## src/rtl/pll_lock_ctrl.sv

```systemverilog
// Acquisition and lock sequencer for the charge-pump PLL: precharge, fast and slow acquisition,
// then locked operation, qualified by counting PFD activity over fixed windows.
module pll_lock_ctrl #(
    parameter int unsigned WIN         = 16,
    parameter int unsigned ERR_TOL     = 2,
    parameter int unsigned GOOD_WIN    = 4,
    parameter int unsigned MISS_MAX    = 2,
    parameter int unsigned PRECHG      = 32,
    parameter int unsigned ACQ_TIMEOUT = 64
) (
    input  logic       refclk,
    input  logic       rst,
    input  logic       enable,
    input  logic       up,
    input  logic       down,
    output logic       cp_en,
    output logic [1:0] cp_gain,
    output logic       precharge,
    output logic       locked,
    output logic       lock_lost,
    output logic [3:0] retry_cnt,
    output logic [2:0] state
);

    localparam int unsigned WW = $clog2(WIN);
    localparam int unsigned EW = $clog2(WIN + 1);
    localparam int unsigned GW = $clog2(GOOD_WIN + 1);
    localparam int unsigned MW = $clog2(MISS_MAX + 1);
    localparam int unsigned PW = $clog2(PRECHG + 1);
    localparam int unsigned TW = $clog2(ACQ_TIMEOUT + 1);

    localparam logic [WW-1:0] WinLast = WW'(WIN - 1);

    typedef enum logic [2:0] {
        StIdle      = 3'd0,
        StPrecharge = 3'd1,
        StFast      = 3'd2,
        StSlow      = 3'd3,
        StLocked    = 3'd4
    } st_e;

    st_e           st_q, st_d;
    logic [WW-1:0] win_q, win_d;
    logic [EW-1:0] err_q, err_d, err_tot;
    logic [GW-1:0] good_q, good_d, good_nx;
    logic [MW-1:0] miss_q, miss_d, miss_nx;
    logic [TW-1:0] tmo_q, tmo_d, tmo_nx;
    logic [PW-1:0] pre_q, pre_d;
    logic [3:0]    retry_q, retry_d;
    logic          lost_d, clr, eval, good_win;
    logic          cp_en_d, precharge_d, locked_d;
    logic [1:0]    cp_gain_d;

    always_comb begin
        st_d     = st_q;
        win_d    = win_q;
        err_d    = err_q;
        good_d   = good_q;
        miss_d   = miss_q;
        tmo_d    = tmo_q;
        pre_d    = pre_q;
        retry_d  = retry_q;
        lost_d   = 1'b0;
        clr      = 1'b0;
        // The evaluation edge's own PFD sample belongs to the window being judged.
        err_tot  = err_q + EW'(up | down);
        eval     = (win_q == WinLast);
        good_win = (32'(err_tot) <= ERR_TOL);
        good_nx  = good_win ? good_q + GW'(1) : '0;
        miss_nx  = good_win ? '0 : miss_q + MW'(1);
        tmo_nx   = tmo_q + TW'(1);

        if (!enable) begin
            st_d    = StIdle;
            clr     = 1'b1;
            retry_d = '0;
        end else begin
            unique case (st_q)
                StIdle: begin
                    st_d    = StPrecharge;
                    clr     = 1'b1;
                    retry_d = '0;
                end
                StPrecharge: begin
                    if (32'(pre_q) == PRECHG - 1) begin
                        st_d = StFast;
                        clr  = 1'b1;
                    end else begin
                        pre_d = pre_q + PW'(1);
                    end
                end
                StFast, StSlow: begin
                    if (eval) begin
                        // Advance wins over timeout when both land on the same window.
                        if (32'(good_nx) == GOOD_WIN) begin
                            st_d = (st_q == StFast) ? StSlow : StLocked;
                            clr  = 1'b1;
                        end else if (32'(tmo_nx) == ACQ_TIMEOUT) begin
                            st_d = StPrecharge;
                            clr  = 1'b1;
                            if (retry_q != 4'hf) begin
                                retry_d = retry_q + 4'd1;
                            end
                        end else begin
                            good_d = good_nx;
                            tmo_d  = tmo_nx;
                        end
                    end
                end
                StLocked: begin
                    if (eval) begin
                        if (32'(miss_nx) == MISS_MAX) begin
                            st_d   = StFast;
                            clr    = 1'b1;
                            lost_d = 1'b1;
                        end else begin
                            miss_d = miss_nx;
                        end
                    end
                end
                default: begin
                    st_d = StIdle;
                    clr  = 1'b1;
                end
            endcase
        end

        if (clr) begin
            win_d  = '0;
            err_d  = '0;
            good_d = '0;
            miss_d = '0;
            tmo_d  = '0;
            pre_d  = '0;
        end else if (st_q inside {StFast, StSlow, StLocked}) begin
            win_d = eval ? '0 : win_q + WW'(1);
            err_d = eval ? '0 : err_tot;
        end
    end

    // Outputs decode the next state so they line up with the state register.
    always_comb begin
        cp_en_d     = st_d inside {StFast, StSlow, StLocked};
        precharge_d = (st_d == StPrecharge);
        locked_d    = (st_d == StLocked);
        case (st_d)
            StFast:   cp_gain_d = 2'b11;
            StSlow:   cp_gain_d = 2'b10;
            StLocked: cp_gain_d = 2'b01;
            default:  cp_gain_d = 2'b00;
        endcase
    end

    always_ff @(posedge refclk or posedge rst) begin
        if (rst) begin
            st_q      <= StIdle;
            win_q     <= '0;
            err_q     <= '0;
            good_q    <= '0;
            miss_q    <= '0;
            tmo_q     <= '0;
            pre_q     <= '0;
            retry_q   <= '0;
            cp_en     <= 1'b0;
            cp_gain   <= 2'b00;
            precharge <= 1'b0;
            locked    <= 1'b0;
            lock_lost <= 1'b0;
        end else begin
            st_q      <= st_d;
            win_q     <= win_d;
            err_q     <= err_d;
            good_q    <= good_d;
            miss_q    <= miss_d;
            tmo_q     <= tmo_d;
            pre_q     <= pre_d;
            retry_q   <= retry_d;
            cp_en     <= cp_en_d;
            cp_gain   <= cp_gain_d;
            precharge <= precharge_d;
            locked    <= locked_d;
            lock_lost <= lost_d;
        end
    end

    assign state     = st_q;
    assign retry_cnt = retry_q;

endmodule

```

## config.mk

```make
export PLATFORM = sky130hd
export DESIGN_NAME = pll_lock_ctrl
export DESIGN_NICKNAME = d
export VERILOG_FILES = /design/src/rtl/pll_lock_ctrl.sv
export SDC_FILE = /design/constraint.sdc
export NUM_CORES = 1
export LEC_CHECK = 0
export CORE_MARGIN = 2
export CORE_UTILIZATION = 58
export DETAILED_ROUTE_END_ITERATION = 8
export PLACE_DENSITY = 0.79
export SYNTH_ARGS = -nofsm -noshare
export SYNTH_HDL_FRONTEND = slang
export SYNTH_SLANG_ARGS = --single-unit
```

## constraint.sdc

```tcl
create_clock -name refclk -period 3 [get_ports refclk]
set_input_delay 0.6 -clock refclk [delete_from_list [all_inputs] [get_ports refclk]]
set_output_delay 0.6 -clock refclk [all_outputs]
set_load 0.1 [all_outputs]
```

After elaboration in Yosys (flattened, before gate mapping):

Index checks and enable logic that the tools add are counted.

* bits in registers: 40
* bits of input ports: 5

* add/subtract/negate cells: 7
* $lt $le $gt $ge: 1
* equal/unequal tests: 23
* mux-type cells: 55
* bitwise operators: 1
* reductions and logical operators: 14

Operator list (count)
* 3-bit two-way mux: 15
* 7-bit two-way mux: 6
* 4-bit two-way mux: 8
* 6-bit two-way mux: 4
* 5-bit two-way mux: 3
* 3-bit by 2-bit == test with 1-bit output, second input constant: 4
* 2-bit two-way mux: 6
* 3-bit != test, second input constant: 4
* 3-bit one-hot mux with 4 select lines: 1
* 2-bit nonzero test: 6
* 5-bit AND reduction: 2
* 3-bit == test, second input constant: 3
* 1-bit two-way mux: 9
* 4-bit by 1-bit adder with 4-bit output, second input constant: 2
* 2-bit != test, second input constant: 4
* 4-bit one-hot mux with 2 select lines: 1
* 7-bit by 1-bit adder with 7-bit output, second input constant: 1
* 7-bit == test, second input constant: 1
* 6-bit by 1-bit adder with 6-bit output, second input constant: 1
* 3-bit by 1-bit == test with 1-bit output, second input constant: 2
* 6-bit by 5-bit == test with 1-bit output, second input constant: 1
* 2-bit one-hot mux with 3 select lines: 1
* 3-bit nonzero test: 2
* 5-bit by 1-bit adder with 5-bit output: 1
* 13 further kinds: 13

Depth between registers and ports, before layout:

Gate-level depths: netlist (run 1).

* word-level depth: 11
* gate-level depth with buffers: 10

Worst setup path after synthesis (run 1):

No wires, ideal clock.

* path type: in2reg
* start: input port down
* end: register good_q[2]
* setup time: 134 ps
* arrival time: 2549 ps
* slack: 317 ps
* cell stages on the path: 10
* cell sequence: or2_2 > ha_1 > ha_1 > nor3_2 > a31oi_4 > nor3_4 > nor2_1 > o211ai_4 > buf_8 > a21oi_1

* word-level cells in the longest chain between the ends: 11
* elaborated cells between the ends (all ways): 25

RTL lines
* from (decl): RTL line 15 `input logic down,`
* 1-bit bitwise OR (*): RTL line 66 `err_tot = err_q + EW'(up | down);`
* 5-bit by 1-bit adder with 5-bit output (*): RTL line 66
* 5-bit by 2-bit less-or-equal comparator with 1-bit output (*): RTL line 68 `good_win = (32'(err_tot) <= ERR_TOL);`
* 3-bit two-way mux / 2-bit two-way mux (equally long branches): RTL line 69, 70
* 3-bit == test / 2-bit == test (equally long branches): RTL line 95, 112
* 1-bit two-way mux, on equally long branches: RTL line 95, 112
* 1-bit two-way mux, on equally long branches: RTL line 93, 111
* 1-bit one-hot mux with 3 select lines: RTL line 78 `unique case (st_q)`
* 1-bit two-way mux: RTL line 73 `if (!enable) begin`
* 2-bit != test (no source line) / 2-bit nonzero test (equally long branches)
* 5-bit AND reduction (no source line)
* to (signal assigned): RTL line 173 `good_q <= good_d;`
* to (decl): RTL line 45 `logic [GW-1:0] good_q, good_d, good_nx;`

Every way passes the cells marked *; elsewhere a longest branch is shown, timed or not. The select of a mux whose other input is x is not followed.
A chain may end at the register's enable or synchronous reset.

Worst setup path after layout (run 1):

* start: input port down
* end: register cp_en

* word-level cells in the longest chain between the ends: 11
* elaborated cells between the ends (all ways): 17

RTL lines
* 1-bit bitwise OR (*): RTL line 66
* 5-bit by 1-bit adder with 5-bit output (*): RTL line 66
* 5-bit by 2-bit less-or-equal comparator with 1-bit output (*): RTL line 68
* 3-bit two-way mux / 2-bit two-way mux (equally long branches): RTL line 69, 70
* 3-bit == test / 2-bit == test (equally long branches): RTL line 95, 112
* 3-bit two-way mux, on equally long branches: RTL line 95, 112
* 3-bit two-way mux, on equally long branches: RTL line 93, 111
* 3-bit one-hot mux with 4 select lines (*): RTL line 78
* 3-bit two-way mux (*): RTL line 73
* 3-bit by 2-bit == test with 1-bit output / 3-bit == test (equally long branches): RTL line 143 `cp_en_d = st_d inside {StFast, StSlow, StLocked};`
* 3-bit nonzero test (*): RTL line 143
* via cp_en_d: RTL line 51 `logic cp_en_d, precharge_d, locked_d;`
* to (signal assigned): RTL line 178 `cp_en <= cp_en_d;`
* to (decl): RTL line 16 `output logic cp_en,`

The timed path passes the listed nets; every way through them passes the cells marked *.

==> out/qor.yml, run 1 <==
power:
  swShare_pct: 21.93
  clkPwrFrac_pct: 41.8
  cellLeakagePower_nw: 1.197
  power.sequential.fraction_pct: 52.5
  power_frac_comb_pct: 5.7
  vdd_ir_drop_max_uv: 303.0
  power-per-cell-area_mw_per_mm2: 382.3
  p_sw_mw: 0.2273
  internal_power_mw: 0.8092
clock_tree:
  post_cts.resized_instances: 0
  numClockSinks: 40
  post-cts-setup-buffer-count: 0
  maximum_number_of_buffers_from_clock_root_to_sink: 2
  cts_hold_buffers: 0
  clock_insertion_delay_worst_skew_ns: 0.29
  cts-root-buf: "sky130_fd_sc_hd__clkbuf_8"
  cts_tree: "yes"
  htree_num_levels: 2
  cts_inserted_buffers: 5
  cts.clk_slew.worst_paths_ns: 0.08
yosys:
  synthesized_flop_and_latch_total: 40
  yosysUniqueCellTypes: 54
  synth_most_common_cell: "sky130_fd_sc_hd__dfrtp_1"
  synth.cells.most_frequent: "40 x sky130_fd_sc_hd__dfrtp_1, 25 x sky130_fd_sc_hd__nor2_1, 18 x sky130_fd_sc_hd__a21oi_1, 18 x sky130_fd_sc_hd__nand2_1, 12 x sky130_fd_sc_hd__nand3_1"
  ys.warnings.count: 0
  postSynthNetCount: 250
  count_of_mapped_cells_out_of_synthesis: 238
  synth_top_area_share_pct: 42.69
  yosys.area.top_type: "sky130_fd_sc_hd__dfrtp_1"
  synth_edf_count: 0
  synthArstFlopShare_pct: 100.0
  synth_area_leaders: "sky130_fd_sc_hd__dfrtp_1 43%, sky130_fd_sc_hd__nor2_1 4.0%, sky130_fd_sc_hd__a21oi_1 3.8%"
  synth-seq-area-share_pct: 42.69
  ys_dominant_reg_cell: "sky130_fd_sc_hd__dfrtp_1"
  post_synth.cell_area_avg_um2: 9.852
  syn_area_mm2: 0.002345
final_layout:
  post_route_cells_drive_above_1_share_pct: 20.22
  area.growth.synth_to_final_pct: 15.63
  post-route-cell-area_mm2: 0.002711
  finalNetCount: 278
  postLayoutCoreUtil_pct: 68.77
  insertedDiodeCount: 0
floorplanning:
  core-area_mm2: 0.003943
  floorplan.die.width_um: 67.58
  floorplan.die.height_um: 67.58
  std_cell_rows: 23
  io_pins: 18
  die_area_mm2: 0.004567
  initial_utilization_pct: 59.47
sta:
  fin_worst_skew_ns: 0.008118
  worst-slew-pin-transition_ns: 0.5913
  max_freq_mhz: 349.6
  layout_worst_path_cycle_share_pct: 95.34
  drv_slew: 0
  setup-tns-final_ns: 0
  setup_viol_count_final: 0
  timing.final.crit_period_ns: 2.860
  setup_repair_after_global_routing_missed_its_margin: "false"
  finalHoldViolations: 0
  worst_slew_margin_rel_pct: 60.43
global_route:
  grt_antenna_before_repair: 0
  wire_length_of_the_first_global_routing_pass_um: 7838
  largest_net_degree_at_the_start_of_global_routing: 41
  grt_pass1_vias: 1759
  overall_routing_resource_usage_pct: 22.85
  grt.overflow.total: 0
critical_path:
  setup.worst_path.class: "input port to flop"
  crit_path_end_kind: "flop"
  path_cells: "clkdlybuf4s50_1 > or2_2 > ha_1 > ha_1 > nor3_2 > a31oi_4 > nor3_4 > buf_4 > mux2i_1 > o21ai_1 > a21boi_0"
  cp_slowest_stage_delay_ns: 0.39
  worst_path_most_repeated_cell: "sky130_fd_sc_hd__ha_1"
  reg2reg_from: "err_q[0]"
  crit_path_start_kind: "input port"
  critPathMaxFanout: 4
  cp_data_required_time_ns: 3.16
  worst_ep_arrival_ns: 3.02
  worst_setup_path_startpoint: "down"
  critical_path.slowest_cell: "sky130_fd_sc_hd__clkdlybuf4s50_1"
route:
  route.final.wire_length_um: 4590
  drt-pass1-iter-count: 4
  vias: 1847
  initialDrtViolationCount: 96
  drt-wirelength-per-cell_um: 14.48
  avgViaCountPerCell: 5.826
  drc_violation_count_after_routing: 0
  detail-route-antenna-nets: 0
placed_design:
  gp_congestion: 0.8437
  dpl-instance-area_mm2: 0.002604
  detailedPlacementHpwl_um: 3307
  place.port_buffers: 17
job:
  max-cap-violations: 0
min_path:
  min_from: "err_q[0]"
  hold_class: "flop to flop"
run_status:
  run_status: "finished clean"
-- sequential cells by signal, summed over array words and instances, names as in the netlist --
register   flops
good_q         3
lock_lost      1
tmo_q          7
win_q          4
precharge      1
cp_gain        2
state          3
locked         1
cp_en          1
retry_cnt      4
pre_q          6
err_q          5
miss_q         2
-- layer usage --
metal  track usage, %  up-vias  share of wire, %
met2            39.71       27                50
met5                0        -                 0
li1                 -      913                 -
met3            4.500        6               2.6
met4            7.653        0               1.6
met1            28.16      901                46
-- logic make-up after synthesis --
group / Yosys count / share of synthesized area [%]
AND/OR/NAND/NOR: 109 / 26.84
AO/OA/AOI/OAI: 45 / 14.57
flip-flops: 40 / 42.69
buffers and inverters: 18 / 4.642
XOR/XNOR: 12 / 4.482
multiplexers: 7 / 3.042
adder cells (fa/ha/maj): 7 / 3.735
-- per-stage QoR --
| step | setup WS (ns) | hold WS [ns] | power [mW] | cells |
|---|---|---|---|---|
| floorplan | 0.3169 | 0.4973 | 0.5967 | 238 |
| global placement | -0.07715 | 0.5129 | 0.6146 | 309 |
| detailed placement | -0.1970 | 0.5207 | 0.6152 | 309 |
| CTS | 0.1267 | 0.5316 | 1.051 | 317 |
| global route | 0.007074 | 0.5548 | 1.075 | 317 |
| finish | 0.1398 | 0.5260 | 1.037 | 317 |
-- final timing paths --
kind / to / slack, ns / cells past startpoint
max: cp_en / 0.14 / 11
min: err_q[0] / 0.53 / 2
max reg2reg: cp_en / 0.73 / 9
min reg2reg: err_q[0] / 0.53 / 2
max in group asynchronous: err_q[2] / 1.89 / 3
min in group asynchronous: win_q[1] / 0.75 / 3
-- power by group through the flow --
stage | sequential (mW) | combinational, mW | clock, mW
6_report | 0.544 | 0.0593 | 0.433
5_1_grt | 0.545 | 0.0660 | 0.464
4_1_cts | 0.544 | 0.0603 | 0.447
3_5_place_dp | 0.555 | 0.0603 | 0
3_3_place_gp | 0.555 | 0.0597 | 0
2_1_floorplan | 0.564 | 0.0332 | 0
-- cell usage in the layout (no fill, tap or decap), types with 3 or more instances in the layout --
cell / count
sky130_fd_sc_hd__a21oi_1: 18
sky130_fd_sc_hd__and2_1: 4
sky130_fd_sc_hd__and3_1: 5
sky130_fd_sc_hd__and3b_1: 5
sky130_fd_sc_hd__buf_4: 27
sky130_fd_sc_hd__clkbuf_8: 5
sky130_fd_sc_hd__clkdlybuf4s50_1: 4
sky130_fd_sc_hd__dfrtp_1: 40
sky130_fd_sc_hd__ha_1: 7
sky130_fd_sc_hd__inv_1: 6
sky130_fd_sc_hd__mux2i_1: 6
sky130_fd_sc_hd__nand2_1: 18
sky130_fd_sc_hd__nand2b_1: 3
sky130_fd_sc_hd__nand3_1: 12
sky130_fd_sc_hd__nand4_1: 7
sky130_fd_sc_hd__nor2_1: 25
sky130_fd_sc_hd__nor2_2: 3
sky130_fd_sc_hd__nor3_1: 3
sky130_fd_sc_hd__nor4_1: 6
sky130_fd_sc_hd__o21ai_0: 7
sky130_fd_sc_hd__xnor2_1: 6
sky130_fd_sc_hd__xor2_1: 6
-- area by class of cell --
| class | count | area, um^2 |
|---|---|---|
| Multi-Input combinational cell | 180 | 1235 |
| Clock inverter | 2 | 35.03 |
| Inverter | 6 | 22.52 |
| Timing Repair Buffer | 33 | 282.8 |
| Fill cell | 306 | 1231 |
| Tap cell | 50 | 62.56 |
| Sequential cell | 40 | 1001 |
| Clock buffer | 6 | 72.57 |
-- critical path, delay by kind of cell --
family	cells	cell delay, ns
buf+inv	2	0.57
fa+ha+maj	2	0.48
compound gates	3	0.47
simple gates	3	0.82
mux	1	0.07
Power figures use the tool's default switching activity.
==> inputs of run 2 (changes only) <==
--- a/config.mk
+++ b/config.mk
@@ -5,6 +5,7 @@
 export SDC_FILE = /design/constraint.sdc
 export NUM_CORES = 1
 export LEC_CHECK = 0
+export ABC_CLOCK_PERIOD_IN_PS = 3000
 export CORE_MARGIN = 2
 export CORE_UTILIZATION = 58
 export DETAILED_ROUTE_END_ITERATION = 8
==> results of run 2 <==
Same layout as run 1: the final DEF is identical, and so are final timing and power.
